File: src/rtl/key_tone_pkg.sv
`default_nettype none
// ============================================================================
// Package : key_tone_pkg
// Brief   : Scancode constants, FSM state type and the key-to-note lookup.
// Rev     : 1.0 - initial release
// ============================================================================
package key_tone_pkg;

    localparam int NOTE_W = 4;
    localparam int HALF_W = 17;

    localparam logic [7:0] SC_BREAK = 8'hF0;
    localparam logic [7:0] SC_EXT   = 8'hE0;

    typedef enum logic [0:0] {
        ST_IDLE  = 1'b0,
        ST_BREAK = 1'b1
    } kbd_state_e;

    typedef struct packed {
        logic [NOTE_W-1:0] index;
        logic [HALF_W-1:0] half;
    } note_info_t;

    // Index 0 marks an unmapped byte; half-periods are in system clocks at 50 MHz.
    function automatic note_info_t note_lookup(input logic [7:0] code);
        note_info_t info;
        case (code)
            8'h15:   info = '{index: 4'd1, half: 17'd95556};
            8'h1D:   info = '{index: 4'd2, half: 17'd85131};
            8'h24:   info = '{index: 4'd3, half: 17'd75843};
            8'h2D:   info = '{index: 4'd4, half: 17'd71586};
            8'h2C:   info = '{index: 4'd5, half: 17'd63776};
            8'h35:   info = '{index: 4'd6, half: 17'd56818};
            8'h3C:   info = '{index: 4'd7, half: 17'd50619};
            8'h43:   info = '{index: 4'd8, half: 17'd47778};
            default: info = '0;
        endcase
        return info;
    endfunction

endpackage
`default_nettype wire

File: src/rtl/key_tone_controller_if.sv
`default_nettype none
// ============================================================================
// Interface : key_tone_controller_if
// Brief     : PS/2 byte input and codec sample output of the tone controller.
// Rev       : 1.0 - initial release
// ============================================================================
interface key_tone_controller_if;
    import key_tone_pkg::*;

    logic              valid_data;
    logic [7:0]        data;
    logic [15:0]       square_wave;
    logic              wr;
    logic [NOTE_W-1:0] note;
    logic              active;

    modport master (
        output valid_data, data,
        input  square_wave, wr, note, active
    );

    modport slave (
        input  valid_data, data,
        output square_wave, wr, note, active
    );

endinterface
`default_nettype wire

File: src/rtl/tone_generator.sv
`default_nettype none
// ============================================================================
// Module : tone_generator
// Brief  : Half-period counter and phase flip-flop of the note oscillator.
// Rev    : 1.0 - initial release
// ============================================================================
module tone_generator
    import key_tone_pkg::*;
(
    input  wire logic              clock,
    input  wire logic              reset,
    input  wire logic [HALF_W-1:0] half_period,
    input  wire logic              restart,
    input  wire logic              enable,
    output logic                   phase
);

    logic [HALF_W-1:0] cnt_q, cnt_d;
    logic              phase_q, phase_d;

    always_comb begin
        cnt_d   = cnt_q;
        phase_d = phase_q;
        if (restart) begin
            cnt_d   = '0;
            phase_d = 1'b1;
        end else if (!enable) begin
            cnt_d = '0;
        end else if (cnt_q == half_period - HALF_W'(1)) begin
            cnt_d   = '0;
            phase_d = ~phase_q;
        end else begin
            cnt_d = cnt_q + HALF_W'(1);
        end
    end

    always_ff @(posedge clock or posedge reset) begin
        if (reset) begin
            cnt_q   <= '0;
            phase_q <= 1'b1;
        end else begin
            cnt_q   <= cnt_d;
            phase_q <= phase_d;
        end
    end

    assign phase = phase_q;

endmodule
`default_nettype wire

File: src/rtl/key_tone_controller.sv
`default_nettype none
// ============================================================================
// Module : key_tone_controller
// Brief  : Scancode make/break tracking, note selection and paced sample writes.
// Rev    : 1.0 - initial release
// ============================================================================
module key_tone_controller
    import key_tone_pkg::*;
#(
    parameter int          SAMPLE_DIV = 1042,
    parameter logic [15:0] AMPLITUDE  = 16'h2000
) (
    input  wire logic              clock,
    input  wire logic              reset,
    key_tone_controller_if.slave   bus
);

    localparam int                DIV_W    = $clog2(SAMPLE_DIV);
    localparam logic [DIV_W-1:0]  DIV_LAST = DIV_W'(SAMPLE_DIV - 1);
    localparam logic [15:0]       AMP_NEG  = ~AMPLITUDE + 16'd1;

    kbd_state_e        state_q, state_d;
    logic [7:0]        held_code_q, held_code_d;
    logic [NOTE_W-1:0] note_q, note_d;
    logic [HALF_W-1:0] half_q, half_d;
    logic              active_q, active_d;
    logic [DIV_W-1:0]  div_q, div_d;
    logic              wr_q, wr_d;
    logic [15:0]       square_wave_q, square_wave_d;
    note_info_t        key;
    logic              phase;

    always_comb begin
        key         = note_lookup(bus.data);
        state_d     = state_q;
        held_code_d = held_code_q;
        note_d      = note_q;
        half_d      = half_q;
        if (bus.valid_data) begin
            case (state_q)
                ST_IDLE: begin
                    if (bus.data == SC_BREAK) begin
                        state_d = ST_BREAK;
                    end else if (bus.data != SC_EXT && key.index != '0 &&
                                 bus.data != held_code_q) begin
                        held_code_d = bus.data;
                        note_d      = key.index;
                        half_d      = key.half;
                    end
                end
                ST_BREAK: begin
                    // A break for a key that is no longer held just closes the sequence.
                    if (bus.data != SC_BREAK) begin
                        state_d = ST_IDLE;
                        if (bus.data == held_code_q) begin
                            note_d      = '0;
                            held_code_d = '0;
                        end
                    end
                end
                default: state_d = ST_IDLE;
            endcase
        end
        active_d = (note_d != '0);
    end

    // wr is registered so that it is high for exactly the cycle the divider sits on its last count.
    always_comb begin
        div_d         = (div_q == DIV_LAST) ? '0 : div_q + DIV_W'(1);
        wr_d          = (div_d == DIV_LAST);
        square_wave_d = square_wave_q;
        if (wr_d) begin
            if (note_q == '0) begin
                square_wave_d = '0;
            end else begin
                square_wave_d = phase ? AMPLITUDE : AMP_NEG;
            end
        end
    end

    always_ff @(posedge clock or posedge reset) begin
        if (reset) begin
            state_q       <= ST_IDLE;
            held_code_q   <= '0;
            note_q        <= '0;
            half_q        <= '0;
            active_q      <= 1'b0;
            div_q         <= '0;
            wr_q          <= 1'b0;
            square_wave_q <= '0;
        end else begin
            state_q       <= state_d;
            held_code_q   <= held_code_d;
            note_q        <= note_d;
            half_q        <= half_d;
            active_q      <= active_d;
            div_q         <= div_d;
            wr_q          <= wr_d;
            square_wave_q <= square_wave_d;
        end
    end

    tone_generator u_tone (
        .clock       (clock),
        .reset       (reset),
        .half_period (half_q),
        .restart     (note_d != note_q),
        .enable      (note_q != '0),
        .phase       (phase)
    );

    assign bus.square_wave = square_wave_q;
    assign bus.wr          = wr_q;
    assign bus.note        = note_q;
    assign bus.active      = active_q;

endmodule
`default_nettype wire
File: src/flat_wrapper.sv
// flat-port wrapper written by rule: the top's interface ports become plain ports
module key_tone_controller_flat import key_tone_pkg::*;
#(
    parameter int          SAMPLE_DIV = 1042,
    parameter logic [15:0] AMPLITUDE  = 16'h2000
)
  (clock, reset, bus_valid_data, bus_data, bus_square_wave, bus_wr, bus_note, bus_active);
  key_tone_controller_if bus_i ();
  input  wire logic clock;
  input  wire logic reset;
  input wire logic [$bits(bus_i.valid_data)-1:0] bus_valid_data;
  input wire logic [$bits(bus_i.data)-1:0] bus_data;
  output wire logic [$bits(bus_i.square_wave)-1:0] bus_square_wave;
  output wire logic [$bits(bus_i.wr)-1:0] bus_wr;
  output wire logic [$bits(bus_i.note)-1:0] bus_note;
  output wire logic [$bits(bus_i.active)-1:0] bus_active;
  assign bus_i.valid_data = bus_valid_data;
  assign bus_i.data = bus_data;
  assign bus_square_wave = bus_i.square_wave;
  assign bus_wr = bus_i.wr;
  assign bus_note = bus_i.note;
  assign bus_active = bus_i.active;
  key_tone_controller #(.SAMPLE_DIV(SAMPLE_DIV), .AMPLITUDE(AMPLITUDE)) u_core (.clock(clock), .reset(reset), .bus(bus_i));
endmodule
File: config.mk
export PLATFORM = sky130hd
export DESIGN_NAME = key_tone_controller_flat
export DESIGN_NICKNAME = d
export VERILOG_FILES = /design/src/rtl/key_tone_pkg.sv /design/src/rtl/key_tone_controller_if.sv /design/src/rtl/tone_generator.sv /design/src/rtl/key_tone_controller.sv /design/src/flat_wrapper.sv
export SDC_FILE = /design/constraint.sdc
export NUM_CORES = 1
export LEC_CHECK = 0
export ABC_CLOCK_PERIOD_IN_PS = 2900
export CORE_MARGIN = 2
export CORE_UTILIZATION = 59
export DETAILED_ROUTE_END_ITERATION = 6
export GPL_ROUTABILITY_DRIVEN = 0
export PLACE_DENSITY_LB_ADDON = 0.12
export SYNTH_ARGS = -nofsm -noshare
export SYNTH_HDL_FRONTEND = slang
export SYNTH_HIERARCHICAL = 1
export SYNTH_SLANG_ARGS = --single-unit
File: constraint.sdc
create_clock -name clock -period 2.9 [get_ports clock]
set_input_delay 0.29 -clock clock [delete_from_list [all_inputs] [get_ports clock]]
set_output_delay 0.29 -clock clock [all_outputs]
set_load 0.05 [all_outputs]
==> flow_summary.toml <==
[timing]
postLayoutSetupSlackWorst_ns = 0.184
relSlewSlack = 0.373
skew_ns = 0.00508
finalCritPeriodShare = 0.936
fmax_ghz = 0.368
fin_setup_tns_ns = 0
worst_slew_pin_slew_ns = 0.940
rsz0062_at_grt = "false"
final_hold_viol_count = 0
slew_viol_final = 0
layout_min_cycle_time_ns = 2.72
finalSetupViolations = 0

[critical_path]
cp_max_fo = 6
setup.worst_path.start_class = "flip-flop"
cp.arrival_ns = 2.97
required_ns = 3.16
end_kind = "flip-flop"
critical_path_class = "flip-flop to flip-flop"

[clock_network]
ctsLongestPathBuffers = 2
cts-root-buf = "clkbuf_8"
clock-sinks = 63
clk_pin_slew_worst_paths_ns = 0.07
ctsHoldBuffers = 0
numCtsBuffers = 9
cts_tree = "built"
clk-insertion-delay-late_ns = 0.34
htreeDepth = 3

[synthesis]
netlist_instances = 441
synth_area_per_cell_sq_um = 9.01
synth_top_cell_by_area = "dfrtp_1"
post-synth-top-count-cell = "dfrtp_1"
syn-cell-area_sq_mm = 0.00397
synth_warnings = 6
synth-edff-count = 0
postSynth.asyncResetShare = 1.00
synth_seq_area_share = 0.397
yosys.area.top_type_share = 0.391
ys_ff_latch = 63
yosys-top-cells-area = "dfrtp_1, xor2_1, xnor2_1"
synthFlopType = "dfrtp_1"
netlist_top_cells_count = "dfrtp_1, nor2_1, nand3_1, xor2_1, xnor2_1"
synth_cell_types = 62

[outcome]
status = "complete, no violations"

[grt]
overflow = 0
grt_use_total = 0.249
grt_max_degree = 46
first_global_vias = 3081
grt_pass1_wl_microns = 14600
antenna_found_initial = 0

[power_and_ir_drop]
internal_power_mw = 1.79
power_frac_clock = 0.354
switching_share = 0.299
seqPwrFrac = 0.399
p_per_area_mw_per_mm2 = 558
power_frac_comb = 0.246
p_leak_nw = 2.10
switchingPower_uw = 765
ir_worst_vdd_mv = 0.570

[layout]
area_growth_pct = 15.3
nets = 488
antennaDiodeCount = 0
drive_above_1_share = 0.132

[route]
wl_per_cell_microns = 15.3
drc_errors = 0
vias = 3217
totalWireLength_microns = 8490
first_iter_violations = 283
dr.pass1.iters = 4
antenna_left = 0
viasPerCell = 5.81

[floorplan]
die_area_sq_mm = 0.00741
core-area_sq_mm = 0.00642
pin_count = 33
rows = 29
die_x_microns = 86.1
start_util = 0.619
die_y_microns = 86.1

[placement]
io_buffers = 19
place_hpwl_microns = 6160
pre_cts_ws_ns = -0.204

[hold_path]
holdCritPathClass = "primary input to asynchronous set/reset pin"

[run]
drv_cap = 0
==> flip-flops by register name (all words and copies together) (netlist names) <==
signal / cells
u_core/bus.active: 1
u_core/bus.note: 4
u_core/bus.square_wave: 2
u_core/bus.wr: 1
u_core/div_q: 11
u_core/half_q: 17
u_core/held_code_q: 8
u_core/state_q: 1
u_core/u_tone/cnt_q: 17
u_core/u_tone/phase: 1
==> cell type report <==
cell class	instances	area [sq um]
timing repair buffer	42	400
clock inverter	2	60.1
tap	77	96.3
inverter	18	67.6
multi-input combinational	338	2190
fill	501	1840
clock buffer	14	183
sequential	63	1580
==> worst max-delay path, stage by stage, from the launching register on <==
cell,delay (ns)
dfrtp_1,0.45
inv_1,0.07
ha_1,0.30
xnor2_1,0.13
nor4_1,0.34
o2111ai_1,0.17
or4_4,0.61
o31a_1,0.26
or3_1,0.32
==> metal layers <==
layer,vias to the layer above,GRT usage,wire (microns)
met5,-,0,0
met4,0,0.0678,81
met3,8,0.0549,377
met2,66,0.397,4040
met1,1553,0.345,3980
li1,1590,-,-
==> power by group through the flow <==
| stage | Sequential (mW) | Combinational (mW) | Clock, mW |
|---|---|---|---|
| floorplan | 1.07 | 0.420 | 0 |
| global placement | 1.03 | 0.582 | 0 |
| detailed placement | 1.04 | 0.593 | 0 |
| CTS | 1.02 | 0.602 | 0.928 |
| global route | 1.03 | 0.687 | 0.965 |
| finish | 1.02 | 0.630 | 0.906 |
==> what timing repair did <==
item                       CTS  global route
pin swaps                    0             1
gates cloned                 0             0
gates resized for setup      1             3
setup endpoints to repair   14            18
buffers inserted             0             1
==> final timing paths <==
path / startpoint / end / cells past startpoint / slack [ns]
hold reg to reg: u_core/half_q[16] / u_core/half_q[16] / 2 / 0.52
setup reg to reg: u_core/half_q[1] / u_core/u_tone/phase / 8 / 0.18
hold / removal: reset / u_core/u_tone/cnt_q[10] / 2 / 0.40
max in group asynchronous: reset / u_core/half_q[6] / 2 / 1.80
min in group clock: u_core/half_q[16] / u_core/half_q[16] / 2 / 0.52
setup / recovery: u_core/half_q[1] / u_core/u_tone/phase / 8 / 0.18
==> placed cells by master, fill, tap and decap left out, drive strengths merged, types with 9 or more instances in the layout <==
cell and n:
and3 11, conb 13, nand2 25, a21oi 17, clkbuf 14, nor4 10
nor2 40, nand4 9, xor2 30, buf 23, nand3 36, nor3 12
dfrtp 62, o21ai 24, xnor2 30, clkdlybuf4s50 19, inv 18
==> logic make-up after synthesis <==
group / Yosys count / share of synthesized area
AO/OA/AOI/OAI: 76 / 0.122
multiplexers: 6 / 0.0183
AND/OR/NAND/NOR: 178 / 0.244
adder cells (fa/ha/maj): 5 / 0.0157
flip-flops: 63 / 0.397
XOR/XNOR: 60 / 0.134
other: 1 / 0.000944
buffers and inverters: 52 / 0.0674
==> per-stage QoR <==
stage	power (mW)	instances	cell area, sq um	hold slack (ns)	utilization
2_1_floorplan	1.49	453	4020	0.228	-
3_3_place_gp	1.62	537	4290	0.499	0.669
3_5_place_dp	1.63	537	4290	0.506	0.669
4_1_cts	2.55	553	4540	0.415	0.708
5_1_grt	2.68	554	4580	0.479	0.713
6_report	2.56	554	4580	0.398	0.713
Note: power is estimated with default switching activity, not from simulation.
==> edit 1, RTL diff (same flow settings) <==
Set the package constant `HALF_W` to 21 (it was 17).
--- a/src/rtl/key_tone_pkg.sv
+++ b/src/rtl/key_tone_pkg.sv
@@ -7,7 +7,7 @@
 package key_tone_pkg;
 
     localparam int NOTE_W = 4;
-    localparam int HALF_W = 17;
+    localparam int HALF_W = 21;
 
     localparam logic [7:0] SC_BREAK = 8'hF0;
     localparam logic [7:0] SC_EXT   = 8'hE0;
Function: no difference found for any inputs over 4 cycles, from zero or initial values and one cycle with reset high; that may be too few to reach the edited logic, so the function may still have changed.
==> edit 1 against the original RTL <==
Synthesized area rose by 14%; wire length rose by 19%; setup slack got worse by 0.17 ns; hold slack improved by 0.013 ns; critical path type unchanged; largest cell class unchanged; total power fell by 11%; cell area rose by 16%; sequential power barely moved; sequential cell count rose by 4; critical endpoint unchanged; combinational power fell by 27%.
==> edit 1: results (changes against the original RTL) <==
Place
  • Port Buffer Count: 19 (unchanged)
  • HPWL Detailed: 7320 um (was 6160 um)
  • Post-DP Area: 0.00498 mm^2 (was 0.00429 mm^2)
  • Placed cells: 623 (was 537)
  • Worst Setup Slack post-DPL: -0.00607 ns (was -0.204 ns)

Finish
  • Filler Cell Count: 548 (was 501)
  • # nets final: 558 (was 488)
  • Antenna cell count: 0 (unchanged)
  • Biggest regs: u_core/u_tone/cnt_q: 21 flops, u_core/half_q: 17 flops, u_core/div_q: 11 flops (was u_core/half_q: 17 flops, u_core/u_tone/cnt_q: 17 flops, u_core/div_q: 11 flops)
  • Share of final-layout standard cells stronger than drive strength 1: 18.3% (was 13.2%)
  • Final cell count without fillers: 646 (was 554)

Critical path
  • Delay of the slowest cell on the worst path: 0.54 ns (was 0.61 ns)
  • Data arrival time of the worst path: 3.15 ns (was 2.97 ns)
  • FF-to-FF setup slack: 0.02 ns (was 0.18 ns)

Power and ir drop
  • Lkg Pwr: 2.42 nW (was 2.10 nW)
  • Total internal power: 1.57 mW (was 1.79 mW)
  • Peak supply drop: 0.297 mV (was 0.570 mV)

Global routing
  • Number of global-route vias before repair: 3721 (was 3081)
  • Global-route wire length before repair: 17300 um (was 14600 um)
  • Combined global-route utilization of all metal layers: 25.3% (was 24.9%)
  • Largest net degree at the start of global routing: 31 (was 46)

Synth
  • Number of instances in the synthesized netlist: 485 (was 441)
  • Cell types occupying the most area after synthesis: sky130_fd_sc_hd__dfrtp_1, sky130_fd_sc_hd__xnor2_1, sky130_fd_sc_hd__xor2_1, sky130_fd_sc_hd__mux2i_1, sky130_fd_sc_hd__mux2_4 (was sky130_fd_sc_hd__dfrtp_1, sky130_fd_sc_hd__xor2_1, sky130_fd_sc_hd__xnor2_1, sky130_fd_sc_hd__nand3_1, sky130_fd_sc_hd__nor2_1)
  • Post-synthesis sequential area ratio: 37.2% (was 39.7%)
  • Synth cell count leaders: sky130_fd_sc_hd__dfrtp_1, sky130_fd_sc_hd__xnor2_1, sky130_fd_sc_hd__nor2_1, sky130_fd_sc_hd__nand2_1, sky130_fd_sc_hd__xor2_1 (was sky130_fd_sc_hd__dfrtp_1, sky130_fd_sc_hd__nor2_1, sky130_fd_sc_hd__nand3_1, sky130_fd_sc_hd__xor2_1, sky130_fd_sc_hd__xnor2_1)
  • Distinct cell type count after synthesis: 59 (was 62)

Detailed routing
  • Length of routed wiring on met1: 4530 um (was 3980 um)
  • Met2 routed WL: 4930 um (was 4040 um)
  • Sum of met3 wire segment lengths after detailed routing: 414 um (was 377 um)
  • Count of routing violations after the opening detailed-route iteration: 201 (was 283)
  • Post-detailed-route via-to-cell ratio: 5.73 (was 5.81)
  • Routed wirelength normalized by instance count: 15.6 um (was 15.3 um)

STA
  • Relative slew margins: 27.0% (was 37.3%)
  • Post-route clock skew: 0.00536 ns (was 0.00508 ns)
  • Fmax: 347 MHz (was 368 MHz)
  • WHS: 0.412 ns (was 0.398 ns)

Outcome
  • Result of the run: completed (unchanged)
edit 1: cell count changes after synthesis, moves of 6 or more:
cell / delta
sky130_fd_sc_hd__a21oi_1: -11
sky130_fd_sc_hd__nand3_1: -14
sky130_fd_sc_hd__a21o_1: -6
sky130_fd_sc_hd__o21ai_0: -6
sky130_fd_sc_hd__o21ai_1: -7
sky130_fd_sc_hd__mux2_4: +10
sky130_fd_sc_hd__nor3_1: +17
sky130_fd_sc_hd__xnor2_1: +11
sky130_fd_sc_hd__mux2i_1: +16
sky130_fd_sc_hd__nand2_1: +9
sky130_fd_sc_hd__mux2_2: +6
edit 1: timing repair:
action,CTS,global route
endpoints found under the setup margin,0,22
gates resized for setup,0,11
buffers inserted,0,7
edit 1: cell families after synthesis:
kind of cell    count (synthesis)  synth area share, %
buf+inv                        62                 7.24
mux                            37                 9.73
other cells                     1               0.0831
compound gates                 46                 7.26
xor+xnor                       71                 13.8
flops                          67                 37.2
fa+ha+maj                       6                 1.61
simple gates                  195                 23.1
edit 1: layer usage:
layer	track usage (%)	vias to the layer above
li1	-	1776
met1	32.3	1796
met2	42.9	108
met3	4.65	22
met4	8.59	0
met5	0	-
edit 1: metrics by stage:
| step | TNS (ns) | total power, mW | utilization [%] |
|---|---|---|---|
| global route | -0.0765 | 2.38 | 72.2 |
| global placement | 0 | 1.45 | 67.9 |
| floorplan | 0 | 1.34 | - |
| CTS | 0 | 2.26 | 70.6 |
| detailed placement | -0.00607 | 1.47 | 67.9 |
| finish | 0 | 2.26 | 72.2 |
edit 1: worst paths after layout:
kind                                               from                                 to  depth (start not counted)
min in group clock            u_core/div_q[7]$_DFF_PP0_          u_core/div_q[7]$_DFF_PP0_                          1
min                                               reset            u_core/bus.wr$_DFF_PP0_                          2
min reg2reg                   u_core/div_q[7]$_DFF_PP0_          u_core/div_q[7]$_DFF_PP0_                          1
max reg2reg                u_core/half_q[8]$_DFFE_PP0P_    u_core/u_tone/phase$_DFFE_PP1P_                          7
max in group asynchronous                         reset  u_core/held_code_q[7]$_DFFE_PP0P_                          3
max                        u_core/half_q[8]$_DFFE_PP0P_    u_core/u_tone/phase$_DFFE_PP1P_                          7
edit 1: layout make-up:
cell class                 instances  area (um^2)  area share [%]
tap                               99          124            2.34
sequential                        67         1680            31.7
clock buffer                       9          124            2.34
multi-input combinational        376         2650            50.1
inverter                          22         82.6            1.56
clock inverter                     7         76.3            1.44
timing repair buffer              66          556            10.5
edit 1: power by group through the flow:
stage	combinational, mW	clock, mW	sequential, mW
final	0.463	0.782	1.02
after global routing	0.506	0.846	1.02
after CTS	0.438	0.804	1.02
after detailed placement	0.436	0	1.04
after global placement	0.422	0	1.03
after floorplan	0.280	0	1.06
==> edit 2, RTL diff (config.mk and constraints unchanged) <==
Without the edit above. Make the reset (`reset`) synchronous in 2 clocked blocks.
--- a/src/rtl/tone_generator.sv
+++ b/src/rtl/tone_generator.sv
@@ -34,7 +34,7 @@
         end
     end
 
-    always_ff @(posedge clock or posedge reset) begin
+    always_ff @(posedge clock) begin
         if (reset) begin
             cnt_q   <= '0;
             phase_q <= 1'b1;
--- a/src/rtl/key_tone_controller.sv
+++ b/src/rtl/key_tone_controller.sv
@@ -78,7 +78,7 @@
         end
     end
 
-    always_ff @(posedge clock or posedge reset) begin
+    always_ff @(posedge clock) begin
         if (reset) begin
             state_q       <= ST_IDLE;
             held_code_q   <= '0;
Check against the original RTL: differs if reset is asserted again (counterexample within 4 cycles, from zero or initial values and one cycle with reset high); with reset held inactive, the same outputs for 4 cycles.
==> edit 2 against the original RTL <==
Cell area fell by 2.3%; count of clock-buffer cells in the layout fell by 5; setup slack got worse by 0.072 ns; critical endpoint is now u_core/u_tone/phase$_SDFFE_PP1P_; non-clock buffer count rose by 5; sequential share of layout area fell by 6.3 points; sequential cell count did not move; synthesized area fell by 0.98%; first-iteration DRC count fell by 17%; wire length rose by 1.4%.
Power is not compared: it rests on default switching activity, and its combinational part moved more than twofold at a synthesized area within 25%.
==> edit 2: results (changes against the original RTL) <==
Outcome
  • Result of the run: completed (unchanged)

Synth
  • Average footprint of a synthesized cell: 8.32 um^2 (was 9.01 um^2)
  • XOR/XNOR Fraction of Synth Area: 13.4% (about the same)
  • Synth cell count leaders: sky130_fd_sc_hd__dfxtp_1, sky130_fd_sc_hd__nor2_1, sky130_fd_sc_hd__xnor2_1, sky130_fd_sc_hd__nand2_1, sky130_fd_sc_hd__a21oi_1 (was sky130_fd_sc_hd__dfrtp_1, sky130_fd_sc_hd__nor2_1, sky130_fd_sc_hd__nand3_1, sky130_fd_sc_hd__xor2_1, sky130_fd_sc_hd__xnor2_1)
  • Post-synthesis sequential area ratio: 32.1% (was 39.7%)
  • Cell types occupying the most area after synthesis: sky130_fd_sc_hd__dfxtp_1, sky130_fd_sc_hd__xnor2_1, sky130_fd_sc_hd__nor2_1, sky130_fd_sc_hd__xor2_1, sky130_fd_sc_hd__a21oi_1 (was sky130_fd_sc_hd__dfrtp_1, sky130_fd_sc_hd__xor2_1, sky130_fd_sc_hd__xnor2_1, sky130_fd_sc_hd__nand3_1, sky130_fd_sc_hd__nor2_1)
  • Distinct cell type count after synthesis: 71 (was 62)
  • Complex-gate fraction of the synthesized area: 13.7% (was 12.2%)

Detailed routing
  • Number of iterations in the first detailed-routing pass: 5 (was 4)
  • Sum of met3 wire segment lengths after detailed routing: 392 um (was 377 um)
  • Length of routed wiring on met1: 3980 um (about the same)
  • Met2 routed WL: 4100 um (was 4040 um)

Global routing
  • Number of global-route vias before repair: 3224 (was 3081)
  • M1 GR Usage: 33.4% (was 34.5%)
  • Largest net degree at the start of global routing: 37 (was 46)
  • Met2 track utilization from global routing: 40.6% (was 39.7%)
  • Met3 usage in global routing: 5.00% (was 5.49%)
  • Global-route wire length before repair: 15000 um (was 14600 um)

Critical path
  • Highest fanout seen on the critical path: 5 (was 6)
  • FF-to-FF setup slack: 0.11 ns (was 0.18 ns)
  • Data arrival time of the worst path: 3.07 ns (was 2.97 ns)
  • Slowest stage cell on the critical path: sky130_fd_sc_hd__or3b_1 (was sky130_fd_sc_hd__or4_4)
  • FF-to-FF path depth: 9 (was 8)

STA
  • Fmax: 359 MHz (was 368 MHz)
  • Worst slew pin tran: 0.677 ns (was 0.940 ns)
  • Post-route clock skew: 0.00800 ns (was 0.00508 ns)

Place
  • Post-DP Area: 0.00427 mm^2 (was 0.00429 mm^2)
  • HPWL Detailed: 6330 um (was 6160 um)
  • Worst Setup Slack post-DPL: -0.114 ns (was -0.204 ns)
  • Placed cells: 568 (was 537)

Finish
  • Area used by sequential logic in the layout: 0.00126 mm^2 (was 0.00158 mm^2)
  • Filler Cell Count: 523 (was 501)
  • Share of final-layout standard cells stronger than drive strength 1: 11.4% (was 13.2%)
[edit 2: cell families after synthesis]
logic type / after synthesis
mux: 8
fa+ha+maj: 5
flops: 63
buf+inv: 51
other cells: 1
xor+xnor: 60
simple gates: 207
compound gates: 78
[edit 2: worst min path at each step]
stage / start / endpoint / slack, ns / depth (start not counted)
after CTS: u_core/bus.square_wave[14]$_SDFFE_PP0P_ / u_core/bus.square_wave[14]$_SDFFE_PP0P_ / 0.47 / 2
after global placement: u_core/held_code_q[0]$_SDFFE_PP0P_ / u_core/held_code_q[0]$_SDFFE_PP0P_ / 0.45 / 2
after floorplan: bus_valid_data / u_core/state_q$_SDFFE_PP0P_ / 0.44 / 2
final: u_core/bus.square_wave[14]$_SDFFE_PP0P_ / u_core/bus.square_wave[14]$_SDFFE_PP0P_ / 0.47 / 2
after global routing: u_core/bus.square_wave[14]$_SDFFE_PP0P_ / u_core/bus.square_wave[14]$_SDFFE_PP0P_ / 0.49 / 2
after detailed placement: u_core/bus.square_wave[14]$_SDFFE_PP0P_ / u_core/bus.square_wave[14]$_SDFFE_PP0P_ / 0.46 / 2
[edit 2: power breakdown]
group	switching (mW)	internal, mW	total (mW)	leakage [nW]
Clock	0.359	0.397	0.756	0.0992
Sequential	0.00788	0.871	0.879	0.508
Combinational	0.123	0.0769	0.200	1.02
Total	0.490	1.35	1.84	1.62
[edit 2: cell type report]
type / instances / share of cell area (%)
Multi-Input combinational cell: 371 / 54.9
Sequential cell: 63 / 28.2
Timing Repair Buffer: 47 / 9.51
Clock buffer: 9 / 2.77
Tap cell: 77 / 2.15
Clock inverter: 7 / 1.65
Inverter: 10 / 0.839
